==> src/rtl/diagv2_test_sequencer.sv <==
// Regression sequencer: loads, resets, runs and judges NUM_TESTS diagv2 test images back-to-back.
// All outputs registered except core_run, which drops combinationally on ecall so the core freezes that cycle.
module diagv2_test_sequencer #(
  parameter int NUM_TESTS      = 50,
  parameter int DATA_BITS      = 64,
  parameter int TIMEOUT_CYCLES = 100000,
  parameter int RESET_CYCLES   = 2,
  parameter int EXIT_SYSCALL   = 93,
  parameter int IDX_BITS       = $clog2(NUM_TESTS),
  parameter int CNT_BITS       = $clog2(NUM_TESTS + 1)
) (
  input  logic                 clk,
  input  logic                 reset,
  input  logic                 start,
  output logic                 load_req,
  output logic [IDX_BITS-1:0]  load_idx,
  input  logic                 load_done,
  output logic                 core_reset,
  output logic                 core_run,
  input  logic                 ecall,
  input  logic [DATA_BITS-1:0] syscall,
  input  logic [DATA_BITS-1:0] arg0,
  output logic                 result_valid,
  output logic [IDX_BITS-1:0]  result_idx,
  output logic                 result_pass,
  output logic                 result_timeout,
  output logic                 result_bad_ecall,
  output logic [7:0]           result_code,
  output logic [CNT_BITS-1:0]  passed_cnt,
  output logic [CNT_BITS-1:0]  failed_cnt,
  output logic                 done
);
  localparam int WD_BITS = $clog2(TIMEOUT_CYCLES + 1);
  localparam int RC_BITS = $clog2(RESET_CYCLES + 1);

  typedef enum logic [2:0] {S_IDLE, S_LOAD, S_RST_HOLD, S_RUN, S_REPORT, S_DONE} state_t;

  state_t              state;
  logic [IDX_BITS-1:0] idx;
  logic [WD_BITS-1:0]  wdog;
  logic [RC_BITS-1:0]  hold_cnt;
  logic                is_exit;
  logic                last_test;
  logic                wdog_last;

  assign load_idx  = idx;
  assign core_run  = (state == S_RUN) & ~ecall;
  assign is_exit   = (syscall == DATA_BITS'(EXIT_SYSCALL));
  assign last_test = (idx == IDX_BITS'(NUM_TESTS - 1));
  assign wdog_last = (wdog == WD_BITS'(TIMEOUT_CYCLES - 1));

  always_ff @(posedge clk or negedge reset) begin
    if (!reset) begin
      state            <= S_IDLE;
      idx              <= '0;
      wdog             <= '0;
      hold_cnt         <= '0;
      load_req         <= 1'b0;
      core_reset       <= 1'b1;
      result_valid     <= 1'b0;
      result_idx       <= '0;
      result_pass      <= 1'b0;
      result_timeout   <= 1'b0;
      result_bad_ecall <= 1'b0;
      result_code      <= 8'd0;
      passed_cnt       <= '0;
      failed_cnt       <= '0;
      done             <= 1'b0;
    end else begin
      result_valid <= 1'b0;
      case (state)
        S_IDLE, S_DONE: begin
          if (start) begin
            state      <= S_LOAD;
            idx        <= '0;
            passed_cnt <= '0;
            failed_cnt <= '0;
            done       <= 1'b0;
            load_req   <= 1'b1;
          end
        end
        S_LOAD: begin
          if (load_done) begin
            load_req <= 1'b0;
            hold_cnt <= '0;
            state    <= S_RST_HOLD;
          end
        end
        S_RST_HOLD: begin
          if (hold_cnt == RC_BITS'(RESET_CYCLES - 1)) begin
            core_reset <= 1'b0;
            wdog       <= '0;
            state      <= S_RUN;
          end else begin
            hold_cnt <= hold_cnt + 1'b1;
          end
        end
        S_RUN: begin
          // An ecall on the watchdog's final cycle still counts as an ecall, not a timeout.
          if (ecall || wdog_last) begin
            state            <= S_REPORT;
            core_reset       <= 1'b1;
            result_valid     <= 1'b1;
            result_idx       <= idx;
            result_pass      <= ecall & is_exit & (arg0 == '0);
            result_timeout   <= ~ecall;
            result_bad_ecall <= ecall & ~is_exit;
            result_code      <= (ecall & is_exit) ? arg0[7:0] : 8'd0;
          end else begin
            wdog <= wdog + 1'b1;
          end
        end
        S_REPORT: begin
          if (result_pass) passed_cnt <= passed_cnt + 1'b1;
          else             failed_cnt <= failed_cnt + 1'b1;
          if (last_test) begin
            done  <= 1'b1;
            state <= S_DONE;
          end else begin
            idx      <= idx + 1'b1;
            load_req <= 1'b1;
            state    <= S_LOAD;
          end
        end
        default: state <= S_IDLE;
      endcase
    end
  end
endmodule

==> config.mk <==
export PLATFORM = sky130hd
export DESIGN_NAME = diagv2_test_sequencer
export DESIGN_NICKNAME = d
export VERILOG_FILES = /design/src/rtl/diagv2_test_sequencer.sv
export SDC_FILE = /design/constraint.sdc
export NUM_CORES = 1
export LEC_CHECK = 0
export BUFFER_PORTS_ARGS = -buffer_cell sky130_fd_sc_hd__buf_2
export CAP_MARGIN = 20
export CORE_MARGIN = 4
export CORE_UTILIZATION = 46
export DETAILED_ROUTE_END_ITERATION = 6
export GPL_ROUTABILITY_DRIVEN = 1
export PLACE_DENSITY_LB_ADDON = 0.25
export SYNTH_ARGS = -nofsm -noshare
export SYNTH_HDL_FRONTEND = slang
export SYNTH_SLANG_ARGS = --single-unit
export TNS_END_PERCENT = 20
==> constraint.sdc <==
create_clock -name clk -period 2.9 [get_ports clk]
set_input_delay 0.29 -clock clk [delete_from_list [all_inputs] [get_ports clk]]
set_output_delay 0.29 -clock clk [all_outputs]
set_load 0.05 [all_outputs]
==> summary.txt <==
Status
  – Status: finished, final reports clean

Worst setup path
  – CP dominant cell by count: o21ai_0
  – Worst setup EP type: flip-flop
  – Worst EP required: 3.14 ns
  – Reg2Reg Depth: 7
  – CP cell instances: ha_1 > nand4_1 > o41ai_2 > and2_0 > buf_4 > o21ai_0 > o21ai_0
  – Crit path max-delay cell type: o41ai_2
  – Crit path DAT: 2.59 ns
  – R2R Setup Slk: 0.55 ns
  – Largest stage delay, worst path: 0.50 ns
  – Crit start category: flip-flop
  – CP Class: flip-flop to flip-flop
  – Top delay family on crit path: simple AND/OR/NAND/NOR gates
  – RR Endpoint: wdog[5]
  – Max FO, Critical Path: 9
  – Origin of the critical flop-to-flop path: wdog[0]
  – CP Buf/Inv Count: 1

Pwr
  – Power Density: 689 nW/um^2
  – Peak VDD IR: 0.457 mV
  – Pleak: 2.24 nW

Logic synthesis
  – Register area share after synthesis: 0.458
  – Post-synth EDFFs: 0
  – Syn_nets: 492
  – Share of the synthesized area in the top cell type: 0.450
  – Leading post-synthesis cells by cell area: dfrtp_1, nor4_1, o21ai_0
  – Synth unique cells: 58
  – Post-synth ARST share: 1.00
  – Cells after synthesis: 353
  – Synth Flop Type: dfrtp_1
  – Post-synthesis register bit count: 61
  – Most common cell in the netlist: dfrtp_1
  – Synthesized area: 3340 um^2
  – Ys Warns: 0
  – Mean post-synth cell area: 9.46 um^2
  – Commonest cells post-synth: dfrtp_1, o21ai_0, nor4_1, nand2_1, nor2_1
  – Leading area contributor after synthesis: dfrtp_1

Detailed routing
  – Drt first pass iters: 4
  – Routed len/inst: 16.2 um
  – DRT iter0 DRCs: 161
  – Post-route DRC: 0
  – DR vias: 3,491
  – Post-DRT Antenna Nets: 0
  – Final wirelength: 10,300 um
  – Post-DR vias/cell: 5.52

GRT
  – Met3 Usage GRT: 0.0628
  – Initial antenna violation count: 0
  – Met1 Usage GRT: 0.283
  – Largest net degree at the start of global routing: 38
  – Met2 global-route usage: 0.427
  – GRT Util Overall: 0.236
  – Vias in the first global route: 3,446
  – Congestion Overflow GR: 0
  – First-pass GRT wire length: 16,300 um
  – Top Usage Layer GRT: met2

Worst hold path
  – Hold endpoint: result_code[3]
  – WHS Path Cells: 2
  – Worst min path class: primary input to flip-flop
  – HP Start: arg0[3]

STA
  – Clk_skew: 0.00706 ns
  – Highest clock rate: 0.426 GHz
  – RSZ-0062 raised after global routing: no
  – Max Transition Viols Final: 0
  – Final Hold Slack: 0.189 ns
  – Setup tns final: 0 ns
  – Final period util: 0.809
  – Final setup margin: 0.553 ns
  – Hold Fails Final Rpt: 0
  – Least-Margin Pin Slew: 0.623 ns
  – Rel. slew slack: 0.581
  – Post-route minimum period: 2.35 ns
  – Setup-failing EPs final: 0

Place
  – Pre-CTS setup slack: 0.578 ns
  – IO Port Bufs: 172
  – Hpwl dp: 8040 um
  – Gpl congestion: 0.897

Die
  – FP Rows: 30
  – Die W: 93.2 um
  – Core area: 6910 um^2
  – Die ar.: 8680 um^2
  – Die Ht: 93.2 um
  – Number of I/O pins: 173
  – Initial Util: 0.483

Clocking
  – Bufs on Longest Clock Path: 2
  – Worst-skew pair later-pin latency: 0.34 ns
  – CTS Sinks: 61
  – Clock Pin Slew Worst Setup and Hold Paths: 0.07 ns
  – CTS root buffer: clkbuf_8
  – Clock tree from TritonCTS: done
  – TritonCTS buffer count: 9
  – Htree depth: 3

Layout
  – P&R area growth vs syn: 37.6%
  – Final Net Count: 670
  – Ant diodes: 0
  – Filler cell count: 625
  – Share of cells above drive strength 1: 0.407
  – Final design utilization: 0.665

Flow run
  – MaxCap Viol Count: 0
-- worst max-delay path by stage --
stage	start	endpoint	slack, ns	cells after the start
floorplan	state[2]	wdog[15]	0.31	7
global placement	wdog[0]	state[0]	0.63	6
detailed placement	wdog[0]	state[2]	0.58	6
CTS	wdog[0]	state[2]	0.55	6
global route	wdog[0]	state[0]	0.38	6
finish	wdog[0]	wdog[5]	0.55	7
-- registers in the layout (all words and copies together), names as in the netlist, 2 cells and up --
name         flops
passed_cnt       6
load_idx         6
hold_cnt         2
result_idx       6
state            3
failed_cnt       6
result_code      8
wdog            17
-- placed cells by master (no fill, tap or decap), types with 3 or more instances in the layout --
| cell | n |
|---|---|
| nand3_1 | 9 |
| nand2_1 | 31 |
| a22o_1 | 10 |
| ha_1 | 6 |
| clkbuf_8 | 13 |
| buf_4 | 9 |
| nor2_1 | 28 |
| buf_2 | 172 |
| a31oi_1 | 5 |
| nor3_1 | 4 |
| o21ai_0 | 38 |
| nand2b_1 | 5 |
| o31ai_1 | 7 |
| nor4_1 | 32 |
| nor2b_1 | 3 |
| dfrtp_1 | 60 |
| nand3b_1 | 3 |
| mux2_2 | 7 |
| inv_1 | 8 |
| nand4_1 | 18 |
| nor4b_1 | 4 |
| xnor2_1 | 8 |
| a21oi_1 | 10 |
-- routing by layer --
| layer | part of all wire | vias to the layer above |
|---|---|---|
| met4 | 0.0055 | 0 |
| met1 | 0.40 | 1655 |
| li1 | - | 1695 |
| met2 | 0.52 | 135 |
| met5 | 0 | - |
| met3 | 0.070 | 6 |
-- stage by stage --
stage	power, mW	area [um^2]	cells
after global routing	3.34	4590	632
after detailed placement	2.27	4340	615
after global placement	2.23	4340	615
final	3.16	4590	632
after floorplan	1.91	3340	353
after CTS	3.19	4590	632
-- layout make-up --
type                       count  area (um^2)  area share
sequential                    61         1530       0.333
clock inverter                 3         65.1      0.0142
timing repair buffer         182          938       0.204
clock buffer                  13          179      0.0389
tap                           96          120      0.0261
inverter                       8         30.0     0.00654
multi-input combinational    269         1730       0.377
-- logic make-up (layout without fill, tap and decap cells) --
family                   Yosys count  in the layout  synth area share
adder cells (fa/ha/maj)            6              6            0.0225
XOR/XNOR                           9              9            0.0236
multiplexers                       9              9            0.0326
buffers and inverters             23            206            0.0270
AO/OA/AOI/OAI                     87             87             0.166
flip-flops                        61             61             0.458
AND/OR/NAND/NOR                  158            158             0.271
-- timing repair --
item                      CTS  global route
hold buffers                1             0
hold endpoints to repair   23             0
resized for setup           0             0
setup buffers               0             0
-- report_power, final --
| part | leakage, nW | switching (mW) | total [mW] | internal [mW] |
|---|---|---|---|---|
| logic | 1.28 | 0.706 | 1.12 | 0.419 |
| registers | 0.830 | 0.156 | 1.13 | 0.977 |
| clock network | 0.126 | 0.329 | 0.906 | 0.577 |
| total | 2.24 | 1.19 | 3.16 | 1.97 |
No activity file was read; power rests on OpenSTA's default activity.
